`src/rtl/minilab_pkg.sv`:
```
// minilab_pkg: shared FSM state encoding and default sizing for the MAC sequencer
package minilab_pkg;
  localparam int DEF_NUM_ROWS = 8;
  localparam int DEF_DEPTH = 8;
  localparam int DEF_DATA_WIDTH = 8;
  localparam int DEF_ADDR_WIDTH = 32;
  typedef enum logic [2:0] {
    ST_IDLE, ST_CLEAR, ST_FETCH, ST_WAIT, ST_UNPACK, ST_COMPUTE, ST_DRAIN, ST_DONE
  } state_e;
endpackage

```
`src/rtl/mac_sequencer.sv`:
```
// mac_sequencer: fetches B then A rows (mem_*), unpacks them into FIFOs (fifo_wren/wdata), then drives staggered fifo_rden/mac_en with busy/done/err status
module mac_sequencer
  import minilab_pkg::*;
#(
  parameter int NUM_ROWS = DEF_NUM_ROWS,
  parameter int DEPTH = DEF_DEPTH,
  parameter int DATA_WIDTH = DEF_DATA_WIDTH,
  parameter int ADDR_WIDTH = DEF_ADDR_WIDTH
) (
  input  logic clk,
  input  logic rst_n,
  input  logic start,
  output logic busy,
  output logic done,
  output logic err,
  output logic mem_read,
  output logic [ADDR_WIDTH-1:0] mem_addr,
  input  logic mem_waitrequest,
  input  logic mem_readdatavalid,
  input  logic [DEPTH*DATA_WIDTH-1:0] mem_readdata,
  output logic [NUM_ROWS:0] fifo_wren,
  output logic [DATA_WIDTH-1:0] fifo_wdata,
  output logic [NUM_ROWS:0] fifo_rden,
  input  logic [NUM_ROWS:0] fifo_full,
  input  logic [NUM_ROWS:0] fifo_empty,
  output logic [NUM_ROWS-1:0] mac_en,
  output logic mac_clr
);
  localparam int RW = $clog2(NUM_ROWS + 1);
  localparam int CW = $clog2(DEPTH + NUM_ROWS);
  localparam int EW = $clog2(DEPTH + 1);
  localparam int VW = DEPTH * DATA_WIDTH;
  localparam int FW = NUM_ROWS + 1;
  state_e state_q, state_d;
  logic [RW-1:0] r_q, r_d;
  logic [CW-1:0] c_q, c_d;
  logic [EW-1:0] e_q, e_d;
  logic [VW-1:0] sh_q, sh_d;
  logic err_q, err_d, busy_q, busy_d, done_q, done_d;
  logic mem_read_q, mem_read_d, mac_clr_q, mac_clr_d, accepted;
  logic [NUM_ROWS:0] fifo_wren_q, fifo_wren_d, fifo_rden_q, fifo_rden_d, sel_d;
  logic [DATA_WIDTH-1:0] fifo_wdata_q, fifo_wdata_d;
  logic [NUM_ROWS-1:0] mac_en_q, mac_en_d;
  always_comb begin
    state_d = state_q;
    r_d = r_q;
    c_d = c_q;
    e_d = e_q;
    sh_d = sh_q;
    err_d = err_q || (|(fifo_rden_q & fifo_empty));
    accepted = |(fifo_wren_q & ~fifo_full);
    case (state_q)
      ST_IDLE: if (start) begin
        state_d = ST_CLEAR;
        r_d = '0;
        err_d = 1'b0;
      end
      ST_CLEAR: state_d = ST_FETCH;
      ST_FETCH: if (!mem_waitrequest) state_d = ST_WAIT;
      ST_WAIT: if (mem_readdatavalid) begin
        state_d = ST_UNPACK;
        sh_d = mem_readdata;
        e_d = '0;
      end
      ST_UNPACK: if (accepted) begin
        sh_d = sh_q >> DATA_WIDTH;
        e_d = e_q + 1'b1;
        if (e_q == EW'(DEPTH - 1)) begin
          state_d = (r_q == RW'(NUM_ROWS)) ? ST_COMPUTE : ST_FETCH;
          r_d = (r_q == RW'(NUM_ROWS)) ? r_q : r_q + 1'b1;
          c_d = '0;
        end
      end
      ST_COMPUTE: if (c_q == CW'(DEPTH + NUM_ROWS - 2)) state_d = ST_DRAIN;
        else c_d = c_q + 1'b1;
      ST_DRAIN: state_d = ST_DONE;
      default: state_d = ST_IDLE;
    endcase
    // outputs are registered, so they are decoded from the next state
    sel_d = FW'(1) << ((r_d == '0) ? RW'(NUM_ROWS) : r_d - 1'b1);
    busy_d = state_d != ST_IDLE;
    done_d = state_d == ST_DONE;
    mem_read_d = state_d == ST_FETCH;
    mac_clr_d = state_d == ST_CLEAR;
    fifo_wren_d = (state_d == ST_UNPACK) ? sel_d & ~fifo_full : '0;
    fifo_wdata_d = (state_d == ST_UNPACK) ? sh_d[DATA_WIDTH-1:0] : fifo_wdata_q;
    fifo_rden_d[NUM_ROWS] = state_d == ST_COMPUTE && c_d < CW'(DEPTH);
    for (int i = 0; i < NUM_ROWS; i++)
      fifo_rden_d[i] = state_d == ST_COMPUTE && int'(c_d) >= i && int'(c_d) < i + DEPTH;
    mac_en_d = fifo_rden_q[NUM_ROWS-1:0];
  end
  always_ff @(posedge clk) begin
    if (!rst_n) begin
      state_q <= ST_IDLE;
      r_q <= '0;
      c_q <= '0;
      e_q <= '0;
      sh_q <= '0;
      err_q <= 1'b0;
      busy_q <= 1'b0;
      done_q <= 1'b0;
      mem_read_q <= 1'b0;
      mac_clr_q <= 1'b0;
      fifo_wren_q <= '0;
      fifo_wdata_q <= '0;
      fifo_rden_q <= '0;
      mac_en_q <= '0;
    end else begin
      state_q <= state_d;
      r_q <= r_d;
      c_q <= c_d;
      e_q <= e_d;
      sh_q <= sh_d;
      err_q <= err_d;
      busy_q <= busy_d;
      done_q <= done_d;
      mem_read_q <= mem_read_d;
      mac_clr_q <= mac_clr_d;
      fifo_wren_q <= fifo_wren_d;
      fifo_wdata_q <= fifo_wdata_d;
      fifo_rden_q <= fifo_rden_d;
      mac_en_q <= mac_en_d;
    end
  end
  assign busy = busy_q;
  assign done = done_q;
  assign err = err_q;
  assign mem_read = mem_read_q;
  assign mem_addr = ADDR_WIDTH'(r_q);
  assign fifo_wren = fifo_wren_q;
  assign fifo_wdata = fifo_wdata_q;
  assign fifo_rden = fifo_rden_q;
  assign mac_en = mac_en_q;
  assign mac_clr = mac_clr_q;
endmodule

```
`config.mk`:
```
export PLATFORM = sky130hd
export DESIGN_NAME = mac_sequencer
export DESIGN_NICKNAME = d
export VERILOG_FILES = /design/src/rtl/minilab_pkg.sv /design/src/rtl/mac_sequencer.sv
export SDC_FILE = /design/constraint.sdc
export NUM_CORES = 1
export LEC_CHECK = 0
export ABC_AREA = 1
export CORE_MARGIN = 2
export CORE_UTILIZATION = 48
export DETAILED_ROUTE_END_ITERATION = 16
export HOLD_SLACK_MARGIN = 0.12
export PLACE_DENSITY = 0.81
export SYNTH_ARGS = -nofsm -noshare
export SYNTH_HDL_FRONTEND = slang
export SYNTH_SLANG_ARGS = --single-unit
```
`constraint.sdc`:
```
create_clock -name clk -period 2.6 [get_ports clk]
set_clock_uncertainty 0.2 [all_clocks]
set_input_delay 0.39 -clock clk [delete_from_list [all_inputs] [get_ports clk]]
set_output_delay 0.39 -clock clk [all_outputs]
set_load 0.02 [all_outputs]
```
# Word-level counts from Yosys, hierarchy flattened
# Index checks and enable logic that the tools add are counted.
# word_totals
input_bits	87
out_inout_bits	71
register_bits	118
# classes
n_eq_ne	16
reduce_logical	25
shifts	1
bitwise_logic	4
add_sub_neg	4
order_cmp	16
mux	26
# op_table
op	n
two-way mux 64 bit	2
case mux 64 bit (2 select lines)	1
two-way mux 4 bit	10
< comparator 4 bit, second input constant	9
bitwise AND 9 bit	3
case mux 4 bit (2 select lines)	3
two-way mux 3 bit	7
case mux 3 bit (7 select lines)	1
equality test 3 bit, second input constant	6
OR reduction 9 bit	2
>= comparator 4 x 3 -> 1 bit, second input constant	4
logical AND 1 bit	16
adder 4 x 1 -> 4 bit, second input constant	3
equality test 3 x 2 -> 1 bit, second input constant	3
inverter 9 bit	1
<< shifter 1 x 4 -> 9 bit, first input constant	1
equality test 4 bit, second input constant	2
>= comparator 4 x 2 -> 1 bit, second input constant	2
equality test 3 x 1 -> 1 bit, second input constant	2
equality test 4 x 3 -> 1 bit, second input constant	1
>= comparator 4 x 1 -> 1 bit, second input constant	1
zero test 4 bit	1
inequality test 2 bit, second input constant	2
subtractor 4 x 1 -> 4 bit, second input constant	1
7 further kinds	8

# Longest topological paths before layout
# Gate-level depths: netlist of run 1.
# logic_depth
ltp_word	9
depth_mapped	18

# Least setup slack after synthesis of run 1
# OpenSTA, ideal clock, no wires.
# synth_path
kind	flip-flop to flip-flop
start	register r_q[1]
end	register fifo_wren_q[5], in the netlist fifo_wren[5]
arrival_ns	1.977
t_required_ns	2.289
path_stages_with_launch	17
setup_ns	0.111
path_buffers	0
slack_ns	0.313
cell_sequence	dfxtp_1 > inv_1 > ha_1 > nand2_1 > nor2_1 > nor2_2 > nand3_1 > nand2_1 > nand2_2 > ha_1 > nand3b_1 > nand2_1 > inv_2 > nand2_4 > inv_2 > nand2_1 > nor2_1
# synth_via
elab_chain_len	9
# synth_rtl
element	line	text
start, declared	mac_sequencer.sv:35	logic [RW-1:0] r_q, r_d;
start signal, assigned	mac_sequencer.sv:110	r_q <= r_d;
adder 4 x 1 -> 4 bit / equality test 4 bit (equally long branches)	mac_sequencer.sv:70, mac_sequencer.sv:69	
two-way mux 4 bit	mac_sequencer.sv:70	r_d = (r_q == RW'(NUM_ROWS)) ? r_q : r_q + 1'b1;
two-way mux 4 bit	mac_sequencer.sv:68	if (e_q == EW'(DEPTH - 1)) begin
two-way mux 4 bit	mac_sequencer.sv:65	ST_UNPACK: if (accepted) begin
case mux 4 bit (2 select lines)	mac_sequencer.sv:52	case (state_q)
subtractor 4 x 1 -> 4 bit / zero test 4 bit (equally long branches)	mac_sequencer.sv:80	sel_d = FW'(1) << ((r_d == '0) ? RW'(NUM_ROWS) : r_d - 1'b1);
two-way mux 4 bit	mac_sequencer.sv:80	
<< shifter 1 x 4 -> 9 bit	mac_sequencer.sv:80	
bitwise AND 9 bit	mac_sequencer.sv:85	fifo_wren_d = (state_d == ST_UNPACK) ? sel_d & ~fifo_full : '0;
end signal, assigned	mac_sequencer.sv:119	fifo_wren_q <= fifo_wren_d;
end, declared	mac_sequencer.sv:41	logic [NUM_ROWS:0] fifo_wren_q, fifo_wren_d, fifo_rden_q, fifo_rden_d, sel_d;
# Parallel ways exist; a longest one is shown, timed or not.
# A chain may end at the register's enable or synchronous reset.

# Worst setup path in the final report of run 1
# layout_path
start	register e_q[0]
end	register fifo_wren_q[7], in the netlist fifo_wren[7]
# layout_via
elab_chain_len	8
# layout_rtl
element	line	text
start, declared	mac_sequencer.sv:37	logic [EW-1:0] e_q, e_d;
start signal, assigned	mac_sequencer.sv:97	e_q <= '0;
start signal, assigned	mac_sequencer.sv:112	e_q <= e_d;
equality test 4 x 3 -> 1 bit (*)	mac_sequencer.sv:68	
two-way mux 4 bit	mac_sequencer.sv:68	
two-way mux 4 bit	mac_sequencer.sv:65	
case mux 4 bit (2 select lines)	mac_sequencer.sv:52	
subtractor 4 x 1 -> 4 bit / zero test 4 bit (equally long branches)	mac_sequencer.sv:80	
two-way mux 4 bit	mac_sequencer.sv:80	
<< shifter 1 x 4 -> 9 bit	mac_sequencer.sv:80	
bitwise AND 9 bit	mac_sequencer.sv:85	
# Mark *: on every way between the ends. The rest lies on a longest branch, timed or not.

==> results of run 1 <==
-- worst register-to-register path, cell delays in order, from the launching register on --
cell	delay, ps
sky130_fd_sc_hd__dfxtp_1	370
sky130_fd_sc_hd__ha_1	180
sky130_fd_sc_hd__nand2_1	110
sky130_fd_sc_hd__nor2_4	150
sky130_fd_sc_hd__inv_2	70
sky130_fd_sc_hd__nor2_2	150
sky130_fd_sc_hd__nand3_1	120
sky130_fd_sc_hd__nand2_1	100
sky130_fd_sc_hd__nand2_2	80
sky130_fd_sc_hd__ha_1	220
sky130_fd_sc_hd__nand3b_1	150
sky130_fd_sc_hd__nand2_1	80
sky130_fd_sc_hd__inv_2	40
sky130_fd_sc_hd__nand2_4	90
sky130_fd_sc_hd__inv_2	50
sky130_fd_sc_hd__nand2_1	60
sky130_fd_sc_hd__nor2_1	50
-- final timing paths --
path / from / end / slack [ps] / cells after the start
setup / recovery: e_q[0]$_SDFFE_PN0P_ / fifo_wren[7]$_SDFF_PN0_ / 240 / 16
hold / removal: mem_readdata[57] / sh_q[57]$_SDFFE_PN0P_ / 230 / 3
setup reg to reg: e_q[0]$_SDFFE_PN0P_ / fifo_wren[7]$_SDFF_PN0_ / 240 / 16
hold reg to reg: fifo_rden[4]$_SDFF_PN0_ / mac_en[4]$_SDFF_PN0_ / 260 / 2
-- cells in the mapped netlist, drive strengths merged --
cell and instances:
conb 1, a21oi 25, nor3 10, nor2 82, xnor2 1, or2 1
nand3 28, nand2 243, a211oi 1, nor4 1, dfxtp 117, o311ai 1
o21ai 23, nand3b 2, a22o 2, nor3b 1, nand4 3, o211ai 5
a31oi 38, xor2 2, inv 65, a21boi 2, a221oi 11, clkbuf 19
ha 6, buf 41
-- layer usage --
| metal | part of all wire [%] | global-route usage, % | up-vias |
|---|---|---|---|
| met2 | 51 | 38.98 | 163 |
| met4 | 1.8 | 8.137 | 0 |
| li1 | - | - | 2568 |
| met5 | 0 | 0 | - |
| met1 | 41 | 25.91 | 2315 |
| met3 | 6.3 | 6.283 | 22 |
-- cell type report --
type,count,area (um^2)
inverters,65,244.0
fillers,919,3510
clock inverters,12,152.6
multi-input cells,516,2507
repair buffers,147,1464
flip-flops and latches,117,2342
clock buffers,20,445.4
well taps,140,175.2
-- sequential cells by signal, indices dropped and copies added, names as in the netlist --
name / flops
fifo_wren: 9
busy: 1
state_q: 3
mac_en: 8
sh_q: 64
mem_read: 1
fifo_rden: 8
r_q: 4
e_q: 4
err: 1
c_q: 4
done: 1
mac_clr: 1
fifo_wdata: 8
-- power groups by stage --
stage | logic (mW) | registers (mW) | clock network (mW)
2_1_floorplan | 0.216 | 1.89 | 0
3_3_place_gp | 0.393 | 1.88 | 0
3_5_place_dp | 0.394 | 1.88 | 0
4_1_cts | 0.397 | 1.84 | 2.37
5_1_grt | 0.430 | 1.84 | 2.47
6_report | 0.396 | 1.84 | 2.35
-- kinds of logic (layout without fill, tap and decap cells) --
family / Yosys count / in the layout
simple gates: 371 / 371
compound gates: 108 / 108
xor+xnor: 3 / 3
flops: 117 / 117
fa+ha+maj: 6 / 6
buf+inv: 125 / 244
other cells: 1 / 28
-- through the flow --
stage	hold slack, ps	util [%]	std cells	total power, mW	setup TNS [ps]
4_1_cts	222.9	67.62	1017	4.606	0
3_5_place_dp	249.5	62.11	985	2.271	-143.3
5_1_grt	246.1	67.62	1017	4.741	0
2_1_floorplan	241.0	-	758	2.104	0
3_3_place_gp	242.3	62.11	985	2.268	0
6_report	234.7	67.62	1017	4.581	0
==> Flow_metrics.wiki, run 1 <==
{| class="wikitable"
! Metric !! Value
|-
| Status || finished, final reports clean
|-
| Cells taking the most area after synthesis || sky130_fd_sc_hd__dfxtp_1 (44%), sky130_fd_sc_hd__nand2_1 (17%), sky130_fd_sc_hd__nor2_1 (5.1%), sky130_fd_sc_hd__a31oi_1 (4.3%), sky130_fd_sc_hd__buf_4 (4.1%)
|-
| Worst EP required || 2800 ps
|-
| Combinational family with the most area after synthesis || simple AND/OR/NAND/NOR gates
|-
| Crit path time final || 2362 ps
|-
| Most common library cell in the layout ignoring fill and taps || sky130_fd_sc_hd__nand2_1
|-
| Tightest Pin Transition || 547.0 ps
|-
| Avg Synthesized Cell Area || 7.310 um^2
|-
| Clock network fraction of design power || 51.2%
|-
| Library cell contributing the largest single delay on the critical path || sky130_fd_sc_hd__dfxtp_1
|-
| Total count of max-transition violations in the final report || 0
|-
| Startpoint Class || flip-flop
|-
| Clock slew at the register clock pins of the worst setup and hold paths || approximately 60 ps
|-
| Number of nets with antenna violations after routing || 0
|-
| Maximum resistive drop on vdd || roughly 0.00037 V
|-
| Area fraction of the dominant cell type after synthesis || 43.83%
|-
| Area overhead of the layout relative to synthesis || 37.18%
|-
| Post-Synth Adder-Cell Area || roughly 1.4%
|-
| Share of the yosys chip area belonging to registers || 43.83%
|-
| Cell area after technology mapping || 5344 um^2
|-
| Global-route wire length before repair || 21200 um
|-
| Post-CTS Setup Inserts || 0
|-
| Antenna violations before repair || 0
|-
| Cell taking the most area after synthesis || sky130_fd_sc_hd__dfxtp_1
|-
| Max FO, Critical Path || 8
|-
| Die area || 11990 um^2
|-
| Number of levels the H-tree was split into || 4
|-
| Number of top-level pins || 158
|-
| Gate Count Post-Synth || 731
|-
| Nature of the critical path endpoint || flip-flop
|-
| Share of the synthesized area in compound gates (AO/OA/AOI/OAI) || between 10% and 20%
|-
| CTS tree || yes
|-
| Cell area after layout || about 7300 um^2
|-
| Synth cell types || 45
|-
| RSZ-0062 raised after global routing || no
|-
| Effective utilization at floorplan || 49.30%
|-
| Setup violations, final || 0
|-
| Worst Path Buf+Inv || 3
|-
| Simple logic cell fraction of the synthesized area || between 20% and 30%
|-
| Largest delay contributor family on the critical path || simple AND/OR/NAND/NOR gates
|-
| Drt first-iter violations || roughly 250
|-
| X dimension of the die || 109.5 um
|-
| Max Cap Viol || 0
|-
| Vias per inst || 4.983
|-
| Pwr/cell area || roughly 620 nW/um^2
|-
| Proportion of total power due to net switching || roughly 23%
|-
| Floorplan core area || 10840 um^2
|-
| Rel. slew slack || between 60% and 70%
|-
| Least setup slack across all paths after layout || 238.3 ps
|-
| Sequential fraction of design power || 40.1%
|-
| Hold buffers post-CTS || 0
|-
| Number of synthesized register bits || 117
|-
| Share of final-layout standard cells stronger than drive strength 1 || 10.38%
|-
| Critical Path AT || approximately 2600 ps
|-
| Vias in the first global route || about 4700
|-
| Gpl congestion || 0.8411
|-
| GRT Overall Usage || 22.29%
|-
| Buffer type at the clock tree root || sky130_fd_sc_hd__clkbuf_8
|-
| Number of hold-slack violations in the final timing report || 0
|-
| Path class of the lowest-slack min-delay path || in2reg
|-
| Total length of routed wires || 12890 um
|-
| Number of input and output port buffers inserted || 129
|-
| CTS Buf Count || 17
|-
| Pin count of the biggest net entering global routing || 65
|-
| HPWL reported at the end of detailed placement || 9171 um
|-
| Detailed-route wire length per cell || 12.68 um
|-
| Iteration count of the initial detailed-routing pass || 4
|-
| Period utilization || roughly nine tenths
|-
| Clock Tree Buf Depth || 2
|-
| Most used cell along the critical path || sky130_fd_sc_hd__nand2_1
|-
| Xor-xnor portion of the synthesized cell area || less than 1%
|-
| Global route overflow || 0
|-
| Type of the worst setup path || reg2reg
|-
| Post_cts resized || 0
|-
| Clock tree sinks || 117
|-
| Via count || a little over 5000
|-
| Total placed instance area || 6733 um^2
|-
| Clock network latency to the later pin of the worst-skew pair || 510 ps
|-
| Number of nets at the end of the flow || 957
|-
| Count of yosys warnings during synthesis || 0
|-
| Largest stage delay on the critical path || 370 ps
|-
| Rows || 38
|-
| Internal power of the cells || 3.524 mW
|-
| Detailed-route DRC error count || 0
|-
| Die outline height || 109.5 um
|-
| Leakage power || 2.912 nW
|-
| Highest-count cells in the layout ignoring fill and taps || sky130_fd_sc_hd__nand2_1 (235), sky130_fd_sc_hd__clkdlybuf4s50_1 (129), sky130_fd_sc_hd__dfxtp_1 (117), sky130_fd_sc_hd__nor2_1 (72), sky130_fd_sc_hd__inv_1 (55)
|-
| Timing-limited maximum frequency || 0.4234 GHz
|-
| Share of synthesized area spent on multiplexers || 0%
|-
| Placement-stage worst setup slack || -46.07 ps
|-
| Antenna diode count || 0
|-
| Net Sw Power || 1.057 mW
|-
| Cell Chain, Critical Path || ha_1, nand2_1, nor2_4, inv_2, nor2_2, nand3_1, nand2_1, nand2_2, ha_1, nand3b_1, nand2_1, inv_2, nand2_4, inv_2, nand2_1, nor2_1
|-
| Share of total power in combinational logic || approximately 8.6%
|}
Note: power is estimated with default switching activity, not from simulation.
==> run 2: changes to the inputs <==
--- a/config.mk
+++ b/config.mk
@@ -9,6 +9,7 @@
 export CORE_MARGIN = 2
 export CORE_UTILIZATION = 48
 export DETAILED_ROUTE_END_ITERATION = 16
+export GPL_ROUTABILITY_DRIVEN = 1
 export HOLD_SLACK_MARGIN = 0.12
 export PLACE_DENSITY = 0.81
 export SYNTH_ARGS = -nofsm -noshare
==> results of run 2 <==
Final layout, timing and power as in run 1 (identical DEF).
==> run 3: changes to the inputs <==
--- a/config.mk
+++ b/config.mk
@@ -10,7 +10,6 @@
 export CORE_UTILIZATION = 48
 export DETAILED_ROUTE_END_ITERATION = 16
 export GPL_ROUTABILITY_DRIVEN = 1
-export HOLD_SLACK_MARGIN = 0.12
 export PLACE_DENSITY = 0.81
 export SYNTH_ARGS = -nofsm -noshare
 export SYNTH_HDL_FRONTEND = slang
==> results of run 3 <==
Final layout, timing and power as in run 1 (identical DEF).
